### src/rtl/cpu_run_ctrl.sv
// cpu_run_ctrl: run/halt/single-step controller for a soft CPU.
// Produces a one-cycle clock-enable per executed instruction from a
// programmable tick divider, supports one instruction-address breakpoint
// and counts every issued instruction.
module cpu_run_ctrl #(
    parameter int DIV_W = 24
) (
    input  logic             clk,
    input  logic             reset,
    input  logic             run_req,
    input  logic             halt_req,
    input  logic             step_req,
    input  logic [DIV_W-1:0] div_val,
    input  logic             bp_en,
    input  logic [31:0]      bp_addr,
    input  logic [31:0]      pc,
    output logic             cpu_en,
    output logic [1:0]       state,
    output logic             bp_hit,
    output logic [31:0]      cycle_cnt
);

    typedef enum logic [1:0] {
        ST_HALT  = 2'd0,
        ST_RUN   = 2'd1,
        ST_STEP  = 2'd2,
        ST_BREAK = 2'd3
    } run_state_e;

    run_state_e       state_q,     state_d;
    logic [DIV_W-1:0] div_cnt_q,   div_cnt_d;
    logic             cpu_en_q,    cpu_en_d;
    logic             bp_hit_q,    bp_hit_d;
    logic             bp_skip_q,   bp_skip_d;
    logic [31:0]      cycle_cnt_q, cycle_cnt_d;

    logic             active;
    logic             tick_due;
    logic             bp_match;
    logic             issue;

    // Tick qualification: divider only runs while executing, and the
    // breakpoint compare is masked for the first tick after leaving BREAK.
    always_comb begin
        active   = (state_q == ST_RUN) || (state_q == ST_STEP);
        // >= rather than == so that lowering div_val below the running
        // count fires at once instead of waiting for the counter to wrap.
        tick_due = active && (div_cnt_q >= div_val);
        bp_match = bp_en && (pc == bp_addr) && !bp_skip_q;
    end

    // Next-state logic for the run FSM and the breakpoint-skip flag.
    always_comb begin
        // NOTE: every combinational output gets a default first so no path
        // leaves it unassigned; otherwise synthesis infers a latch.
        state_d   = state_q;
        bp_skip_d = bp_skip_q;
        issue     = 1'b0;

        unique case (state_q)
            ST_HALT: begin
                // halt_req wins over the others but has nothing to do here.
                if (halt_req) begin
                    state_d = ST_HALT;
                end else if (step_req) begin
                    state_d = ST_STEP;
                end else if (run_req) begin
                    state_d = ST_RUN;
                end
            end

            ST_RUN: begin
                if (halt_req) begin
                    state_d   = ST_HALT;
                    bp_skip_d = 1'b0;
                end else if (tick_due) begin
                    if (bp_match) begin
                        state_d = ST_BREAK;
                    end else begin
                        issue     = 1'b1;
                        bp_skip_d = 1'b0;
                    end
                end
            end

            ST_STEP: begin
                if (halt_req) begin
                    state_d   = ST_HALT;
                    bp_skip_d = 1'b0;
                end else if (tick_due) begin
                    if (bp_match) begin
                        state_d = ST_BREAK;
                    end else begin
                        issue     = 1'b1;
                        state_d   = ST_HALT;
                        bp_skip_d = 1'b0;
                    end
                end
            end

            ST_BREAK: begin
                // Resuming from a breakpoint must not re-trigger on the
                // very instruction that stopped us.
                if (halt_req) begin
                    state_d   = ST_HALT;
                    bp_skip_d = 1'b0;
                end else if (step_req) begin
                    state_d   = ST_STEP;
                    bp_skip_d = 1'b1;
                end else if (run_req) begin
                    state_d   = ST_RUN;
                    bp_skip_d = 1'b1;
                end
            end

            default: begin
                state_d   = ST_HALT;
                bp_skip_d = 1'b0;
            end
        endcase
    end

    // Divider, enable, breakpoint flag and instruction counter next values.
    always_comb begin
        if (tick_due || (state_d != state_q)) begin
            div_cnt_d = '0;
        end else if (active) begin
            div_cnt_d = div_cnt_q + 1'b1;
        end else begin
            div_cnt_d = '0;
        end

        cpu_en_d    = issue;
        bp_hit_d    = (state_d == ST_BREAK);
        // Counts the pulse in the same edge that raises cpu_en; natural
        // 32-bit wrap from all-ones to zero.
        cycle_cnt_d = cycle_cnt_q + {31'd0, issue};
    end

    // All controller state; asynchronous reset drops cpu_en immediately.
    always_ff @(posedge clk or posedge reset) begin
        // NOTE: sequential state uses non-blocking assignment so every flop
        // samples the pre-edge values regardless of statement order.
        if (reset) begin
            state_q     <= ST_HALT;
            div_cnt_q   <= '0;
            cpu_en_q    <= 1'b0;
            bp_hit_q    <= 1'b0;
            bp_skip_q   <= 1'b0;
            cycle_cnt_q <= '0;
        end else begin
            state_q     <= state_d;
            div_cnt_q   <= div_cnt_d;
            cpu_en_q    <= cpu_en_d;
            bp_hit_q    <= bp_hit_d;
            bp_skip_q   <= bp_skip_d;
            cycle_cnt_q <= cycle_cnt_d;
        end
    end

    assign cpu_en    = cpu_en_q;
    assign state     = state_q;
    assign bp_hit    = bp_hit_q;
    assign cycle_cnt = cycle_cnt_q;

endmodule

### config.mk
export PLATFORM = sky130hd
export DESIGN_NAME = cpu_run_ctrl
export DESIGN_NICKNAME = d
export VERILOG_FILES = /design/src/rtl/cpu_run_ctrl.sv
export SDC_FILE = /design/constraint.sdc
export NUM_CORES = 1
export LEC_CHECK = 0
export ABC_AREA = 1
export CORE_AREA = 5 5 104 106
export DETAILED_ROUTE_END_ITERATION = 10
export DIE_AREA = 0 0 109 111
export PLACE_DENSITY = 0.81
export SLEW_MARGIN = 25
export SYNTH_ARGS = -nofsm -noshare
export SYNTH_HDL_FRONTEND = slang
export SYNTH_SLANG_ARGS = --single-unit
### constraint.sdc
create_clock -name clk -period 8 [get_ports clk]
set_input_delay 1.6 -clock clk [delete_from_list [all_inputs] [get_ports clk]]
set_output_delay 1.6 -clock clk [all_outputs]
set_load 0.02 [all_outputs]
## After elaboration in Yosys (flattened, before gate mapping)

Cells that the tools add are included.

- Reductions and logical operators: 11
- Add/subtract/negate cells: 2
- Magnitude comparators: 1
- Equality and inequality tests: 9
- Mux-type cells: 23

Operators by type and width:

| kind | count |
|---|---|
| $mux 24 | 2 |
| $add 32x1->32 | 1 |
| $eq 32x32->1 | 1 |
| $add 24x1->24 const B | 1 |
| $ge 24x24->1 | 1 |
| $mux 2 | 9 |
| $mux 1 | 10 |
| $eq 2x2->1 const B | 3 |
| $pmux 2 s3 | 1 |
| $ne 4x4->1 const B | 1 |
| $reduce_and 4->1 | 1 |
| $reduce_or 2->1 | 2 |
| $logic_and 1x1->1 | 3 |
| $ne 3x1->1 const B | 1 |
| $ne 3x3->1 const B | 1 |
| $eq 2x1->1 const B | 1 |
| $logic_not 2->1 | 1 |
| $logic_or 1x1->1 | 2 |
| $ne 2x2->1 | 1 |
| $pmux 1 s2 | 1 |
| $reduce_bool 2->1 | 1 |
| $logic_not 1->1 | 1 |

- Input bits: 94
- Bits in registers: 61
- Output and inout bits: 36
- Word-level logic and storage cells: 52

## Longest topological paths before layout

- Depth after elaboration: 10
- Gate-level depth with buffers: 25
- Mapped depth without buffers: 25

## Worst setup path after synthesis

Ideal clock, no wire load.

- Kind: input -> register
- Start: in div_val[19]
- End: reg cycle_cnt_q[30], in the netlist cycle_cnt[30]
- Library setup time: 0.130 ns
- Path slack: 3.431 ns
- Arrival time: 4.439 ns
- Stages: 25
- Buffers on the path: 0
- Required time: 7.870 ns
- Cells stage by stage: inv_1 -> ha_1 -> nand2_1 -> nor2_1 -> nand2_1 -> nor2_1 -> nand2_1 -> nand2_1 -> nor2_1 -> nand2_2 -> nand3_1 -> nor2_1 -> ha_1 -> ha_1 -> and3_4 -> nand3_4 -> nor2_4 -> nand3_4 -> nor3_4 -> nand3_2 -> nor2_4 -> nand4_4 -> nor2_4 -> nand2_2 -> xnor2_2

- Word-level cells in the longest chain between the ends: 6

Ends and longest elaborated chain:

| element | RTL line | text |
|---|---|---|
| start: declaration | 13 | `input logic [DIV_W-1:0] div_val,` |
| $ge 24x24->1 | 48 | `tick_due = active && (div_cnt_q >= div_val);` |
| $logic_and 1x1->1 | 48 |  |
| $mux 1 | 76 | `end else if (tick_due) begin` |
| $mux 1 | 73 | `if (halt_req) begin` |
| $mux 1 | n/a |  |
| named net cpu_en_d | 32 | `logic cpu_en_q, cpu_en_d;` |
| $add 32x1->32 | 137 | `cycle_cnt_d = cycle_cnt_q + {31'd0, issue};` |
| named net cycle_cnt_d[30] | 35 | `logic [31:0] cycle_cnt_q, cycle_cnt_d;` |
| end signal: assignment | 157 | `cycle_cnt_q <= cycle_cnt_d;` |
| end: declaration | 35 |  |

The timed path passes the listed nets, and every way through them passes these cells.
A chain may end at the register's enable or synchronous reset.

## Worst setup path in the final report

Same ends and word-level chain as after synthesis.

==> run_results.csv <==
group,metric,value,unit
finish,fin_nets,832,
clock_tree,clk_pin_slew,0.07,ns
route,num_vias,3978,
finish,antenna_cells,0,
global_routing,grt_pass1_wl,18080,um
timing,tns,0,ns
yosys,synth_ff_type,"dfrtp_1",
clock_tree,cts_buffer_depth,2,
die,die_area,12100,um^2
yosys,synth_area_leaders,"dfrtp_1 35%, nand2_1 12%, inv_1 9.2%",
critical_path,critPathSlowestCell,"clkdlybuf4s50_1",
die,die_height,111,um
pwr,ir_worst_vdd,0.0001309,V
die,initial_utilization,0.4537,
global_routing,grt_usage,0.1815,
placed_design,place.port_buffers,129,
route,postRouteAntennaNets,0,
critical_path,cp-end-kind,"register",
clock_tree,postCtsSetupBuffers,0,
timing,rsz0062_at_grt,"false",
critical_path,max_stage_delay,0.45,ns
global_routing,antenna_found_initial,0,
worst_hold_path,hold_path_class,"register to register",
clock_tree,clk-insertion-delay-late,0.33,ns
die,die_w,109,um
critical_path,path_class,"input port to register",
yosys,synthTopCellsByCount,"140 x nand2_1, 108 x inv_1, 65 x nor2_1, 61 x dfrtp_1",
route,vias_per_cell,4.708,
yosys,syn_area_per_cell,7.736,um^2
critical_path,arrival,5.27,ns
clock_tree,clkSinkCount,61,
yosys,synth_fp_nets,693,
die,core_area,9684,um^2
critical_path,cp.required,8.22,ns
global_routing,grt_overflow_total,0,
route,routed_wl,10410,um
route,drtIter0Drc,107,
timing,hold_viol,0,
critical_path,worstSetupStartpointType,"input port",
route,drc,0,
finish,drive_above_1_share,0.07584,
clock_tree,cts_buffers,9,
clock_tree,cts_tree,"done",
route,routedWlPerCell,12.32,um
clock_tree,cts_htree_levels,3,
timing,slew_violations,0,
yosys,synth-seq-cells,61,
yosys,synth_top_area_cell,"dfrtp_1",
timing,timing.final.crit_share,0.6312,
clock_tree,root_buffer,"clkbuf_8",
finish,stdcell_count,845,
clock_tree,ctsResizeCount,0,
yosys,synth-async-reset-ratio,1.000,
finish,syn_to_final_growth,37.22,%
critical_path,critPathTopFamily,"simple AND/OR/NAND/NOR gates",
die,rows,36,
placed_design,post-place-cells,829,
yosys,yosysTopAreaCellShare,0.3474,
timing,finalCriticalPeriod,5.050,ns
pwr,power_density,132.6,nW/um^2
route,firstDrtPassIters,4,
critical_path,crit_fanout,5,
yosys,synth_edf_count,0,
yosys,ys_seq_area_frac,0.3474,
placed_design,dp_hpwl,8503,um
yosys,synthMostInstantiatedCell,"nand2_1",
timing,finClkSkew,0.01283,ns
yosys,syn-cell-area,4394,um^2
timing,timing.fmax,0.1980,GHz
global_routing,grt_max_degree,62,
global_routing,grt_pass1_vias,4090,
timing,max-slew-margin-rel,0.4827,
yosys,synth.distinct_cells,38,
die,io-pin-count,130,
clock_tree,cts_hold_buf,0,
run,max_cap_violations,0,
timing,worst_slew_pin_slew,0.7759,ns
placed_design,gp_congestion,0.8913,
timing,setup_viol,0,
yosys,ys_warn_count,0,
yosys,synthCells,568,
pwr,p_leak,3.023,nW
status,outcome,"completed",
critical_path,path_buf_inv,2,
-- state kept, by name, indices dropped and copies added (netlist names) --
| register | flops |
|---|---|
| state | 2 |
| bp_hit | 1 |
| bp_skip_q | 1 |
| div_cnt_q | 24 |
| cpu_en | 1 |
| cycle_cnt | 32 |
-- area by class of cell --
cell class | count | area (um^2)
fillers | 841 | 3655
well taps | 133 | 166.4
flip-flops and latches | 61 | 1526
clock inverters | 4 | 47.55
clock buffers | 12 | 145.1
multi-input cells | 397 | 2440
inverters | 108 | 405.4
repair buffers | 130 | 1299
-- layout by cell type, fill, tap and decap left out, types with 7 or more instances in the layout --
| master | instances |
|---|---|
| nand4_1 | 10 |
| nand3_2 | 7 |
| ha_1 | 31 |
| clkdlybuf4s50_1 | 129 |
| o21ai_0 | 10 |
| clkbuf_8 | 10 |
| xnor2_1 | 22 |
| xor2_1 | 31 |
| nand3_1 | 18 |
| inv_1 | 107 |
| dfrtp_1 | 61 |
| a21oi_1 | 8 |
| nor2_1 | 65 |
| nand2_1 | 140 |
-- where the power goes --
part | switching (mW) | leakage, nW | internal, mW | total, mW
Clock | 0.118 | 0.0964 | 0.152 | 0.270
Sequential | 0.00922 | 0.843 | 0.318 | 0.327
Combinational | 0.111 | 2.08 | 0.0924 | 0.203
Total | 0.238 | 3.02 | 0.562 | 0.799
-- stage by stage --
stage | hold slack [ns] | total power, mW | setup slack (ns) | cell area, um^2 | utilization
floorplan | 0.4308 | 0.4627 | 3.431 | 4394 | -
global placement | 0.4501 | 0.5290 | 2.748 | 5837 | 0.6027
detailed placement | 0.4549 | 0.5366 | 2.587 | 5837 | 0.6027
CTS | 0.4638 | 0.8109 | 2.948 | 6030 | 0.6226
global route | 0.4685 | 0.8477 | 2.571 | 6030 | 0.6226
finish | 0.4594 | 0.7995 | 2.950 | 6030 | 0.6226
-- routing by layer --
metal	vias up	part of all wire	GRT usage
met1	1836	0.41	0.2134
met3	8	0.042	0.04426
met5	-	0	0
met4	0	0.011	0.04377
li1	2036	-	-
met2	98	0.54	0.3260
-- worst register-to-register path, cell delays in order (launching register included) --
cell     delay (ns)
dfrtp_1        0.45
ha_1           0.34
nand2_1        0.06
nor2_1         0.18
nand2_1        0.08
nor2_1         0.09
nand2_1        0.05
nand2_1        0.05
nor2_1         0.04
nand2_2        0.10
nand3_1        0.18
nor2_1         0.17
ha_1           0.19
ha_1           0.18
and3_4         0.22
nand3_4        0.08
nor2_4         0.13
nand3_4        0.11
nor3_4         0.18
nand3_2        0.15
nor2_4         0.18
nand4_4        0.12
nor2_4         0.12
nand2_2        0.07
xnor2_2        0.13
-- logic make-up after synthesis --
| logic type | count (synthesis) | share of synthesized area |
|---|---|---|
| fa+ha+maj | 31 | 0.08827 |
| simple gates | 282 | 0.3181 |
| flops | 61 | 0.3474 |
| buf+inv | 110 | 0.09738 |
| xor+xnor | 54 | 0.1093 |
| compound gates | 30 | 0.03958 |
-- final timing paths --
path	startpoint	slack, ns	depth (start not counted)	end
min reg2reg	div_cnt_q[0]	0.46	1	div_cnt_q[0]
min	div_cnt_q[0]	0.46	1	div_cnt_q[0]
min in group asynchronous	reset	1.81	3	bp_hit
max in group asynchronous	reset	5.67	3	div_cnt_q[10]
max	div_val[19]	2.95	26	cycle_cnt[30]
max reg2reg	div_cnt_q[19]	4.22	24	cycle_cnt[30]
(Power assumes the default switching activity.)
